==> src/rtl/muldiv_seq.sv <==
// Sequential multiply/divide unit: radix-2 shift-add multiply and restoring divide,
// one iteration per clock, with signed/unsigned variants and a divide-by-zero flag.
module muldiv_seq #(
  parameter int WIDTH = 32
) (
  input  logic             clk,
  input  logic             reset_n,
  input  logic             start,
  input  logic [1:0]       op,
  input  logic [WIDTH-1:0] a,
  input  logic [WIDTH-1:0] b,
  output logic             busy,
  output logic             ready,
  output logic [WIDTH-1:0] hi,
  output logic [WIDTH-1:0] lo,
  output logic             div_zero
);

  localparam int CW = (WIDTH > 1) ? $clog2(WIDTH) : 1;
  localparam logic [CW-1:0] LAST = CW'(WIDTH - 1);

  typedef enum logic [2:0] {IDLE, PREP, CALC, FIX, DONE} state_t;

  state_t          state;
  logic [CW-1:0]   cnt;
  logic            dz_pend;

  logic [1:0]       op_r;
  logic [WIDTH-1:0] a_r, b_r;
  logic [WIDTH-1:0] mag_a, mag_b;
  logic [WIDTH-1:0] p_hi, p_lo;
  logic             neg_q, neg_r;

  function automatic logic [WIDTH-1:0] abs_val(input logic signed [WIDTH-1:0] v,
                                               input logic is_signed);
    return (is_signed && v[WIDTH-1]) ? -v : v;
  endfunction

  function automatic logic [WIDTH-1:0] sign_fix(input logic [WIDTH-1:0] v, input logic neg);
    return neg ? -v : v;
  endfunction

  function automatic logic [2*WIDTH-1:0] sign_fix2(input logic [2*WIDTH-1:0] v,
                                                   input logic neg);
    return neg ? -v : v;
  endfunction

  logic               accept;
  logic               is_div, is_signed, a_neg, b_neg;
  logic [WIDTH:0]     mul_sum;
  logic [WIDTH:0]     div_shift;
  logic               div_fit;
  logic [WIDTH-1:0]   div_rem;
  logic [2*WIDTH-1:0] prod_fix;

  assign accept    = start && (state == IDLE || state == DONE);
  assign is_div    = op_r[1];
  assign is_signed = ~op_r[0];
  assign a_neg     = is_signed & a_r[WIDTH-1];
  assign b_neg     = is_signed & b_r[WIDTH-1];

  // Multiply keeps the multiplier in p_lo and shifts the partial product down through it.
  assign mul_sum   = {1'b0, p_hi} + {1'b0, (p_lo[0] ? mag_a : '0)};

  // Divide shifts the dividend out of p_lo into the remainder; quotient bits fill p_lo.
  assign div_shift = {p_hi, p_lo[WIDTH-1]};
  assign div_fit   = div_shift >= {1'b0, mag_b};
  assign div_rem   = div_fit ? (div_shift[WIDTH-1:0] - mag_b) : div_shift[WIDTH-1:0];

  assign prod_fix  = sign_fix2({p_hi, p_lo}, neg_q);

  // Operand capture and iteration datapath
  always_ff @(posedge clk) begin
    if (accept) begin
      op_r <= op;
      a_r  <= a;
      b_r  <= b;
    end else if (state == PREP) begin
      mag_a <= abs_val(a_r, is_signed);
      mag_b <= abs_val(b_r, is_signed);
      neg_q <= a_neg ^ b_neg;
      neg_r <= a_neg;
      p_hi  <= '0;
      p_lo  <= is_div ? abs_val(a_r, is_signed) : abs_val(b_r, is_signed);
    end else if (state == CALC) begin
      if (is_div) begin
        p_hi <= div_rem;
        p_lo <= {p_lo[WIDTH-2:0], div_fit};
      end else begin
        p_hi <= mul_sum[WIDTH:1];
        p_lo <= {mul_sum[0], p_lo[WIDTH-1:1]};
      end
    end
  end

  // Control FSM with registered outputs
  always_ff @(posedge clk or negedge reset_n) begin
    if (!reset_n) begin
      state    <= IDLE;
      busy     <= 1'b0;
      ready    <= 1'b0;
      div_zero <= 1'b0;
      hi       <= '0;
      lo       <= '0;
      cnt      <= '0;
      dz_pend  <= 1'b0;
    end else begin
      ready <= 1'b0;
      case (state)
        IDLE, DONE: begin
          if (start) begin
            state <= PREP;
            busy  <= 1'b1;
          end else begin
            state <= IDLE;
            busy  <= 1'b0;
          end
        end
        PREP: begin
          // A zero divisor holds PREP for a second cycle so ready lands two edges after start.
          if (is_div && b_r == '0) begin
            div_zero <= 1'b1;
            if (dz_pend) begin
              dz_pend <= 1'b0;
              state   <= DONE;
              ready   <= 1'b1;
            end else begin
              dz_pend <= 1'b1;
            end
          end else begin
            div_zero <= 1'b0;
            cnt      <= '0;
            state    <= CALC;
          end
        end
        CALC: begin
          cnt <= cnt + 1'b1;
          if (cnt == LAST) state <= FIX;
        end
        FIX: begin
          hi    <= is_div ? sign_fix(p_hi, neg_r) : prod_fix[2*WIDTH-1:WIDTH];
          lo    <= is_div ? sign_fix(p_lo, neg_q) : prod_fix[WIDTH-1:0];
          state <= DONE;
          ready <= 1'b1;
        end
        default: begin
          state <= IDLE;
          busy  <= 1'b0;
        end
      endcase
    end
  end

endmodule
==> config.mk <==
export PLATFORM = sky130hd
export DESIGN_NAME = muldiv_seq
export DESIGN_NICKNAME = d
export VERILOG_FILES = /design/src/rtl/muldiv_seq.sv
export SDC_FILE = /design/constraint.sdc
export NUM_CORES = 1
export LEC_CHECK = 0
export CAP_MARGIN = 30
export CORE_UTILIZATION = 49
export CTS_CLUSTER_SIZE = 28
export DETAILED_ROUTE_END_ITERATION = 7
export PLACE_DENSITY = 0.68
export SLEW_MARGIN = 20
export SYNTH_ARGS = -nofsm -noshare
export SYNTH_HDL_FRONTEND = slang
export SYNTH_SLANG_ARGS = --single-unit
==> constraint.sdc <==
create_clock -name clk -period 10.5 [get_ports clk]
set_clock_uncertainty 0.1 [all_clocks]
set_input_delay 1.575 -clock clk [delete_from_list [all_inputs] [get_ports clk]]
set_output_delay 1.575 -clock clk [all_outputs]
set_load 0.02 [all_outputs]
==> flow_metrics.env, run 1 <==
export IMPL_place_area_um2=18700
export IMPL_grt_overflow=0
export IMPL_cts_root_buf="clkbuf_16"
export IMPL_utilization_pct=58.5
export IMPL_synth_ff_type="edfxtp_1"
export IMPL_viasPerCell=6.06
export IMPL_drive_gt1_share_pct=7.46
export IMPL_cp_max_fo=17
export IMPL_arrival_ps=4350
export IMPL_synthCells=1659
export IMPL_dieHeight_um=188
export IMPL_hold_viol_final=0
export IMPL_ctsResizeCount=0
export IMPL_fin_crit_sh_pct=39.5
export IMPL_io_buffer_count=135
export IMPL_whs_path_depth=2
export IMPL_clock_sinks=272
export IMPL_tritoncts="built"
export IMPL_drv_slew=0
export IMPL_relSlewSlack_pct=38.5
export IMPL_die_x_um=188
export IMPL_setup_violations_final=0
export IMPL_post_cts_buffers=0
export IMPL_yosys_register_bits=272
export IMPL_worstSetupStartpointType="flop"
export IMPL_use_met3_pct=3.99
export IMPL_worst_slew_pin_slew_ps=922
export IMPL_synth_distinct_cells=86
export IMPL_drtAntennaViolNets=0
export IMPL_grt_util_met2_pct=42.5
export IMPL_first_pass_iters=6
export IMPL_p_leak_nw=7.71
export IMPL_worstSetupEndpointType="flop"
export IMPL_cts_buffers=31
export IMPL_p_per_area_nw_per_um2=348
export IMPL_drc=0
export IMPL_cts_clk_slew_worst_paths_ps=60
export IMPL_grt_max_degree=79
export IMPL_yosysSeqAreaShare_pct=45.8
export IMPL_timing_rr_end="p_hi[26]"
export IMPL_initial_utilization_pct=50.2
export IMPL_yosysMostFrequentCell="edfxtp_1"
export IMPL_grt_busiest_layer="met2"
export IMPL_dp_hpwl_um=36600
export IMPL_clkLatencyLatePin_ps=590
export IMPL_crit_type="flop to flop"
export IMPL_holdPathEnd="hi[21]"
export IMPL_drtIter0Drc=1342
export IMPL_hp_start="hi[21]"
export IMPL_synthTopCellsByArea="edfxtp_1 (35%), dfrtp_1 (11%), ha_1 (5.2%)"
export IMPL_whs_ps=373
export IMPL_n_fill_cell=2868
export IMPL_post_drt_wl_per_cell_um=21.5
export IMPL_tns_ps=0
export IMPL_period_minus_slack_ps=4150
export IMPL_holdBufCountCts=0
export IMPL_num_io_pins=136
export IMPL_synth_nets=1800
export IMPL_maxCapViolations=0
export IMPL_fp_dieArea_um2=35400
export IMPL_r2r_cells=11
export IMPL_r2r_start="p_hi[2]"
export IMPL_fp_row_count=67
export IMPL_grt_pass1_wl_um=75400
export IMPL_synth_edff_count=196
export IMPL_hold_class="flop to flop"
export IMPL_final_area_um2=19800
export IMPL_syn_area_um2=17000
export IMPL_max_freq_mhz=241
export IMPL_vdd_drop_max_mv=0.151
export IMPL_gp_congestion=0.972
export IMPL_area_growth_pct=16.5
export IMPL_rsz0062_at_grt="false"
export IMPL_core_area_um2=33900
export IMPL_grt_usage_pct=27.6
export IMPL_met1_usage_pct=40.7
export IMPL_yosysWarningCount=0
export IMPL_r2r_setup_slack_ps=6350
export IMPL_synthArstFlopShare_pct=27.9
export IMPL_cts_buffer_depth=3
export IMPL_netlist_area_leader_share_pct=34.6
export IMPL_status="completed"
export IMPL_crit_required_ps=10700
export IMPL_drt_wl_total_um=48300
export IMPL_avgSynthCellArea_um2=10.2
export IMPL_vias=13600
export IMPL_synth_area_leader_cell="edfxtp_1"
export IMPL_htreeDepth=1
export IMPL_yosys_top_cells_count="edfxtp_1 (196), nand2_1 (187), o21ai_0 (126), a21oi_1 (112), nor2_1 (104)"
export IMPL_antenna_found_initial=0
export IMPL_nNetsFinal=1913
export IMPL_first_global_vias=13100
export IMPL_diodes=0
==> layer usage <==
metal / up-vias / wire (um)
met5: - / 0
met1: 6564 / 22100
li1: 6382 / -
met2: 587 / 21300
met4: 0 / 1230
met3: 82 / 3660
==> where the power goes <==
group	switching [mW]	leakage [nW]	internal [mW]	total (mW)
Clock	0.451	0.508	0.634	1.09
Sequential	0.471	2.78	1.72	2.19
Combinational	2.11	4.41	1.51	3.61
Total	3.03	7.71	3.86	6.89
==> critical path, stage by stage (launching register included) <==
cell      delay [ps]
edfxtp_1         540
ha_1             410
a21o_1           200
a21oi_1          190
a21oi_1          130
o21ai_0          400
nand4_1          360
and4_1           500
nor2_2           500
buf_8            230
o311a_1          220
nor3_1            70
==> logic make-up (layout without fill, tap and decap cells) <==
group,count (synthesis),after routing,synth area share [%]
flip-flops,272,272,45.8
adder cells (fa/ha/maj),72,72,5.39
XOR/XNOR,169,169,8.71
AND/OR/NAND/NOR,534,534,16.0
AO/OA/AOI/OAI,443,443,16.5
buffers and inverters,132,270,3.18
multiplexers,37,37,4.50
==> flip-flops by register name, summed over array words and instances (netlist names) <==
register and count:
hi 32, dz_pend 1, p_lo 32, b_r 32, neg_q 1, p_hi 32, neg_r 1, busy 1
a_r 32, div_zero 1, cnt 5, ready 1, op_r 2, state 3, lo 32, mag_a 32
mag_b 32
==> placed cells by master, fill, tap and decap left out, drive strengths merged, types with 26 or more instances in the layout <==
master / netlist / routed
nor2: 104 / 104
xnor2: 84 / 84
ha: 70 / 70
clkbuf: 59 / 37
nand2: 188 / 188
inv: 59 / 62
nor3: 34 / 34
xor2: 85 / 85
o21ai: 128 / 128
dfrtp: 76 / 76
mux4: 31 / 31
and2: 40 / 40
edfxtp: 196 / 196
nand3: 26 / 26
a21oi: 113 / 113
a21o: 47 / 47
clkdlybuf4s50: 1 / 134
==> area by class of cell <==
type	count	area [um^2]	area share [%]
multi-input combinational	1255	8680	43.8
sequential	272	7790	39.3
clock buffer	37	861	4.35
inverter	60	228	1.15
clock inverter	21	173	0.872
tap	448	561	2.83
timing repair buffer	152	1520	7.69
==> how the worst max path moves through the flow <==
stage	startpoint	endpoint	slack [ps]	cells past startpoint
2_1_floorplan	state[2]	mag_a[0]	6590	6
3_3_place_gp	p_hi[2]	p_hi[0]	6080	10
4_1_cts	p_lo[0]	p_hi[31]	6220	12
3_5_place_dp	p_lo[0]	p_hi[31]	6240	12
5_1_grt	p_hi[12]	p_hi[29]	6120	11
6_report	p_hi[2]	p_hi[26]	6350	11
==> per-stage QoR <==
step,std cells,power (mW),setup WS [ps]
6_report,2245,6.89,6350
3_3_place_gp,2181,5.70,6080
2_1_floorplan,1659,4.56,6590
5_1_grt,2245,7.35,6120
3_5_place_dp,2185,5.73,6240
4_1_cts,2243,6.85,6220
Note: power is estimated with default switching activity, not from simulation.
==> run 2: changes to the inputs <==
--- a/config.mk
+++ b/config.mk
@@ -9,7 +9,7 @@
 export CORE_UTILIZATION = 49
 export CTS_CLUSTER_SIZE = 28
 export DETAILED_ROUTE_END_ITERATION = 7
-export PLACE_DENSITY = 0.68
+export PLACE_DENSITY = 0.71
 export SLEW_MARGIN = 20
 export SYNTH_ARGS = -nofsm -noshare
 export SYNTH_HDL_FRONTEND = slang
==> constraint.sdc (replaced) <==
create_clock -name clk -period 3.4 [get_ports clk]
set_clock_uncertainty 0.1 [all_clocks]
set_input_delay 0.51 -clock clk [delete_from_list [all_inputs] [get_ports clk]]
set_output_delay 0.51 -clock clk [all_outputs]
set_load 0.02 [all_outputs]
==> flow_metrics.env, run 2 (synthesis results as in run 1) <==
export IMPL_status="completed"
export IMPL_grt_overflow=0
export IMPL_drc=0
export IMPL_grt_max_degree=129
export IMPL_fin_crit_sh_pct=99.4
export IMPL_first_pass_iters=7
export IMPL_hold_viol_final=0
export IMPL_relSlewSlack_pct=54.5
export IMPL_first_global_vias=13600
export IMPL_crit_required_ps=3680
export IMPL_dieHeight_um=188
export IMPL_gp_congestion=0.938
export IMPL_cts_buffer_depth=3
export IMPL_worstSetupStartpointType="flop"
export IMPL_worst_slew_pin_slew_ps=683
export IMPL_area_growth_pct=25.0
export IMPL_grt_pass1_wl_um=76000
export IMPL_drt_wl_total_um=49200
export IMPL_internal_power_mw=13.2
export IMPL_cts_root_buf="clkbuf_16"
export IMPL_cts_buffers=31
export IMPL_arrival_ps=3660
export IMPL_layout_common_cells="edfxtp_1 (196), nand2_1 (185), buf_4 (167)"
export IMPL_max_freq_mhz=296
export IMPL_power_switching_share_pct=42.7
export IMPL_maxCapViolations=0
export IMPL_hold_class="input pin to async pin"
export IMPL_fp_dieArea_um2=35400
export IMPL_p_per_area_nw_per_um2=1080
export IMPL_place_area_um2=20000
export IMPL_clkLatencyLatePin_ps=580
export IMPL_cts_clk_slew_worst_paths_ps=60
export IMPL_p_seq_share_pct=27.0
export IMPL_vdd_drop_max_mv=0.533
export IMPL_grt_usage_pct=27.5
export IMPL_initial_utilization_pct=50.2
export IMPL_die_x_um=188
export IMPL_pwr_share_comb_pct=58.2
export IMPL_diodes=0
export IMPL_drtAntennaViolNets=0
export IMPL_drive_gt1_share_pct=16.6
export IMPL_worstSetupEndpointType="flop"
export IMPL_tritoncts="built"
export IMPL_period_minus_slack_ps=3380
export IMPL_core_area_um2=33900
export IMPL_rsz0062_at_grt="true"
export IMPL_antenna_found_initial=1
export IMPL_layout_commonest_cell="edfxtp_1"
export IMPL_clock_sinks=272
export IMPL_final_area_um2=21200
export IMPL_dp_hpwl_um=37600
export IMPL_post_drt_wl_per_cell_um=20.5
export IMPL_nNetsFinal=2071
export IMPL_p_leak_nw=8.53
export IMPL_vias=14200
export IMPL_drtIter0Drc=1408
export IMPL_crit_type="flop to flop"
export IMPL_drv_slew=0
export IMPL_clockPowerShare_pct=14.8
export IMPL_io_buffer_count=135
export IMPL_setup_violations_final=0
export IMPL_htreeDepth=1
export IMPL_cp_max_fo=4
export IMPL_total_power_mw=23.0
export IMPL_fp_row_count=67
export IMPL_viasPerCell=5.92
export IMPL_num_io_pins=136
export IMPL_netSwitchingPower_mw=9.79
-- run 2: cell count changes in the layout (fill, tap and decap cells not counted), sizes merged --
cell         delta
bufinv          +2
dlygate4sd3     +1
inv             +1
buf           +157
clkinv          -3
clkbuf          -2
clkinvlp        +2
-- run 2: final cells by class --
class	instances	area (um^2)
Fill cell	2772	12600
Timing Repair Buffer	310	2760
Multi-Input combinational cell	1255	8870
Sequential cell	272	7790
Clock inverter	23	239
Clock buffer	35	791
Inverter	60	228
Tap cell	448	561
-- run 2: power by group through the flow --
stage	Sequential, mW	Combinational (mW)	Clock [mW]
after floorplan	6.71	7.36	0
after global placement	6.15	12.7	0
after detailed placement	6.21	12.8	0
after CTS	6.17	13.0	3.44
after global routing	6.34	14.4	3.56
final	6.20	13.4	3.40
-- run 2: metrics by stage --
step	hold slack, ps	setup TNS (ps)	setup WS [ps]	utilization [%]	std cells
finish	347	0	18.7	62.7	2403
detailed placement	370	-196	-98.4	59.0	2342
CTS	345	-7.22	-7.22	62.1	2401
global route	365	-244	-99.3	62.7	2403
global placement	360	-24.2	-24.2	58.9	2340
floorplan	114	0	176	-	1659
-- run 2: metal layers --
metal | wire [um] | track usage [%]
met1 | 21800 | 39.3
met2 | 21800 | 42.8
met3 | 4350 | 4.94
met4 | 1370 | 7.72
met5 | 0 | 0
-- run 2: repair_timing --
| item | in CTS | in global routing |
|---|---|---|
| hold buffers | 1 | 0 |
| pin swaps | 0 | 4 |
| endpoints found under the hold margin | 35 | 0 |
| endpoints found under the setup margin | 8 | 31 |
| gates resized for setup | 5 | 42 |
| gates cloned | 0 | 0 |
| buffers inserted | 0 | 2 |
-- run 2: final timing paths --
check	start	to	slack, ps	cells past startpoint
setup reg to reg	p_lo[0]	p_hi[28]	20	12
min in group clk	hi[13]	hi[13]	380	2
max in group asynchronous	reset_n	lo[17]	2250	3
setup / recovery	p_lo[0]	p_hi[28]	20	12
hold reg to reg	hi[13]	hi[13]	380	2
hold / removal	reset_n	hi[13]	350	2
-- run 2: worst max-delay path, cell delays in order (launching register included) --
cell      delay (ps)
edfxtp_1         430
buf_4            170
and2_1           180
ha_4             280
a211oi_1          70
o31a_1           310
a211o_1          320
a21oi_2          230
o211ai_1         170
a21o_1           250
a211o_1          250
a311o_1          330
o311ai_0         100
==> run 3: changes to the inputs <==
--- a/config.mk
+++ b/config.mk
@@ -6,10 +6,11 @@
 export NUM_CORES = 1
 export LEC_CHECK = 0
 export CAP_MARGIN = 30
-export CORE_UTILIZATION = 49
+export CORE_UTILIZATION = 35
 export CTS_CLUSTER_SIZE = 28
 export DETAILED_ROUTE_END_ITERATION = 7
-export PLACE_DENSITY = 0.71
+export GPL_TIMING_DRIVEN = 1
+export PLACE_DENSITY = 0.53
 export SLEW_MARGIN = 20
 export SYNTH_ARGS = -nofsm -noshare
 export SYNTH_HDL_FRONTEND = slang
==> flow_metrics.env, run 3 (synthesis results as in run 1) <==
export IMPL_status="completed"
export IMPL_antenna_found_initial=1
export IMPL_dp_hpwl_um=42000
export IMPL_worst_slew_pin_slew_ps=776
export IMPL_dieHeight_um=222
export IMPL_maxCapViolations=0
export IMPL_route_met2_wl_um=24400
export IMPL_die_x_um=222
export IMPL_io_buffer_count=135
export IMPL_htreeDepth=1
export IMPL_clockPowerShare_pct=14.3
export IMPL_wl_met1_um=25900
export IMPL_routed_top_layer="met4"
export IMPL_drt_wl_total_um=54000
export IMPL_timing_rr_end="hi[25]"
export IMPL_first_global_vias=13800
export IMPL_hold_viol_final=0
export IMPL_r2r_start="p_lo[19]"
export IMPL_pwr_share_comb_pct=59.6
export IMPL_cpPeakStageDelay_ps=550
export IMPL_crit_type="flop to flop"
export IMPL_cts_clk_slew_worst_paths_ps=60
export IMPL_drv_slew=0
export IMPL_drc=0
export IMPL_arrival_ps=3700
export IMPL_vias=14100
export IMPL_num_io_pins=136
export IMPL_p_per_area_nw_per_um2=1080
export IMPL_endpoint="hi[25]"
export IMPL_drtIter0Drc=1216
export IMPL_grt_max_degree=86
export IMPL_crit_family="simple AND/OR/NAND/NOR gates"
export IMPL_gp_congestion=0.901
export IMPL_viasPerCell=5.39
export IMPL_fp_dieArea_um2=49500
export IMPL_n_fill_cell=4582
export IMPL_critical_path_buf_inv_count=1
export IMPL_vdd_drop_max_mv=0.528
export IMPL_relSlewSlack_pct=48.2
export IMPL_initial_utilization_pct=35.5
export IMPL_setup_violations_final=0
export IMPL_crit_chain="or4_4 -> nor4_4 -> buf_4 -> nand4_4 -> or3_4 -> or4b_4 -> a211oi_4 -> nor2_1 -> xnor2_1 -> o21ai_1"
export IMPL_worstSetupEndpointType="flop"
export IMPL_internal_power_mw=13.5
export IMPL_power_switching_share_pct=42.8
export IMPL_crit_required_ps=3770
export IMPL_max_freq_mhz=300
export IMPL_cts_root_buf="clkbuf_16"
export IMPL_drive_gt1_share_pct=19.0
export IMPL_period_minus_slack_ps=3330
export IMPL_cp_max_fo=5
export IMPL_worstSetupStartpointType="flop"
export IMPL_clock_sinks=272
export IMPL_clkLatencyLatePin_ps=600
export IMPL_layout_common_cells="buf_4 (219), edfxtp_1 (196), nand2_1 (186)"
export IMPL_p_leak_nw=8.74
export IMPL_area_growth_pct=28.3
export IMPL_cts_buffers=31
export IMPL_slowest_stage="or4_4"
export IMPL_grt_pass1_wl_um=81900
export IMPL_r2r_setup_slack_ps=70
export IMPL_core_area_um2=47800
export IMPL_grt_overflow=0
export IMPL_diodes=0
export IMPL_tritoncts="built"
export IMPL_drtAntennaViolNets=0
export IMPL_fin_crit_sh_pct=98.1
export IMPL_first_pass_iters=5
export IMPL_post_drt_wl_per_cell_um=20.6
export IMPL_rsz0062_at_grt="true"
export IMPL_whs_ps=267
export IMPL_r2r_cells=10
export IMPL_nNetsFinal=2121
export IMPL_grt_usage_pct=21.5
export IMPL_fp_row_count=80
export IMPL_total_power_mw=23.5
export IMPL_cts_buffer_depth=3
export IMPL_p_seq_share_pct=26.1
export IMPL_wl_met3_um=2620
export IMPL_crit_start="p_lo[19]"
export IMPL_hold_class="input pin to async pin"
export IMPL_netSwitchingPower_mw=10.1
export IMPL_layout_commonest_cell="buf_4"
export IMPL_path_depth=10
run 3: cell types whose count changed in the layout (fill, tap and decap cells not counted), sizes merged:
cell,previous run,this run
clkbuf,35,37
inv,63,62
buf,175,225
bufinv,4,3
run 3: how the worst min path moves through the flow:
| stage | start | to | slack [ps] |
|---|---|---|---|
| after detailed placement | reset_n | lo[9] | 340 |
| after CTS | reset_n | lo[0] | 250 |
| final | reset_n | lo[2] | 270 |
| after floorplan | reset_n | busy | 110 |
| after global routing | reset_n | lo[0] | 280 |
| after global placement | reset_n | lo[9] | 340 |
run 3: power groups by stage:
| stage | Combinational (mW) | Sequential (mW) | Clock [mW] |
|---|---|---|---|
| CTS | 13.6 | 6.15 | 3.45 |
| global route | 15.2 | 6.30 | 3.55 |
| finish | 14.0 | 6.15 | 3.36 |
| global placement | 13.5 | 6.17 | 0 |
| detailed placement | 13.5 | 6.20 | 0 |
| floorplan | 7.36 | 6.71 | 0 |
run 3: per-stage QoR:
stage	std cells	setup WS [ps]	TNS (ps)	instance area (um^2)	util, %
after CTS	2610	-12.9	-20.5	21500	45.0
after global routing	2620	-68.5	-210	21800	45.6
after floorplan	1659	176	0	17000	-
final	2620	65.9	0	21800	45.6
after global placement	2551	-59.9	-126	20500	42.8
after detailed placement	2551	-126	-372	20500	42.8
run 3: what timing repair did:
item	4_1_cts	5_1_grt
gates cloned	0	0
setup endpoints to repair	8	34
hold buffers	1	0
gates resized for setup	8	47
pin swaps	0	18
setup buffers	0	10
hold endpoints to repair	25	0
run 3: per-layer routing:
| layer | vias to the layer above | track usage [%] |
|---|---|---|
| met4 | 0 | 4.20 |
| met2 | 389 | 34.6 |
| met5 | - | 0 |
| met1 | 6883 | 31.3 |
| li1 | 6782 | - |
| met3 | 58 | 2.51 |
run 3: layout make-up:
cell class	count	area [um^2]	share of cell area, %
timing repair buffer	360	3100	14.2
sequential	272	7790	35.7
tap	615	769	3.53
clock inverter	21	205	0.941
inverter	60	228	1.04
clock buffer	37	808	3.71
multi-input combinational	1255	8920	40.9
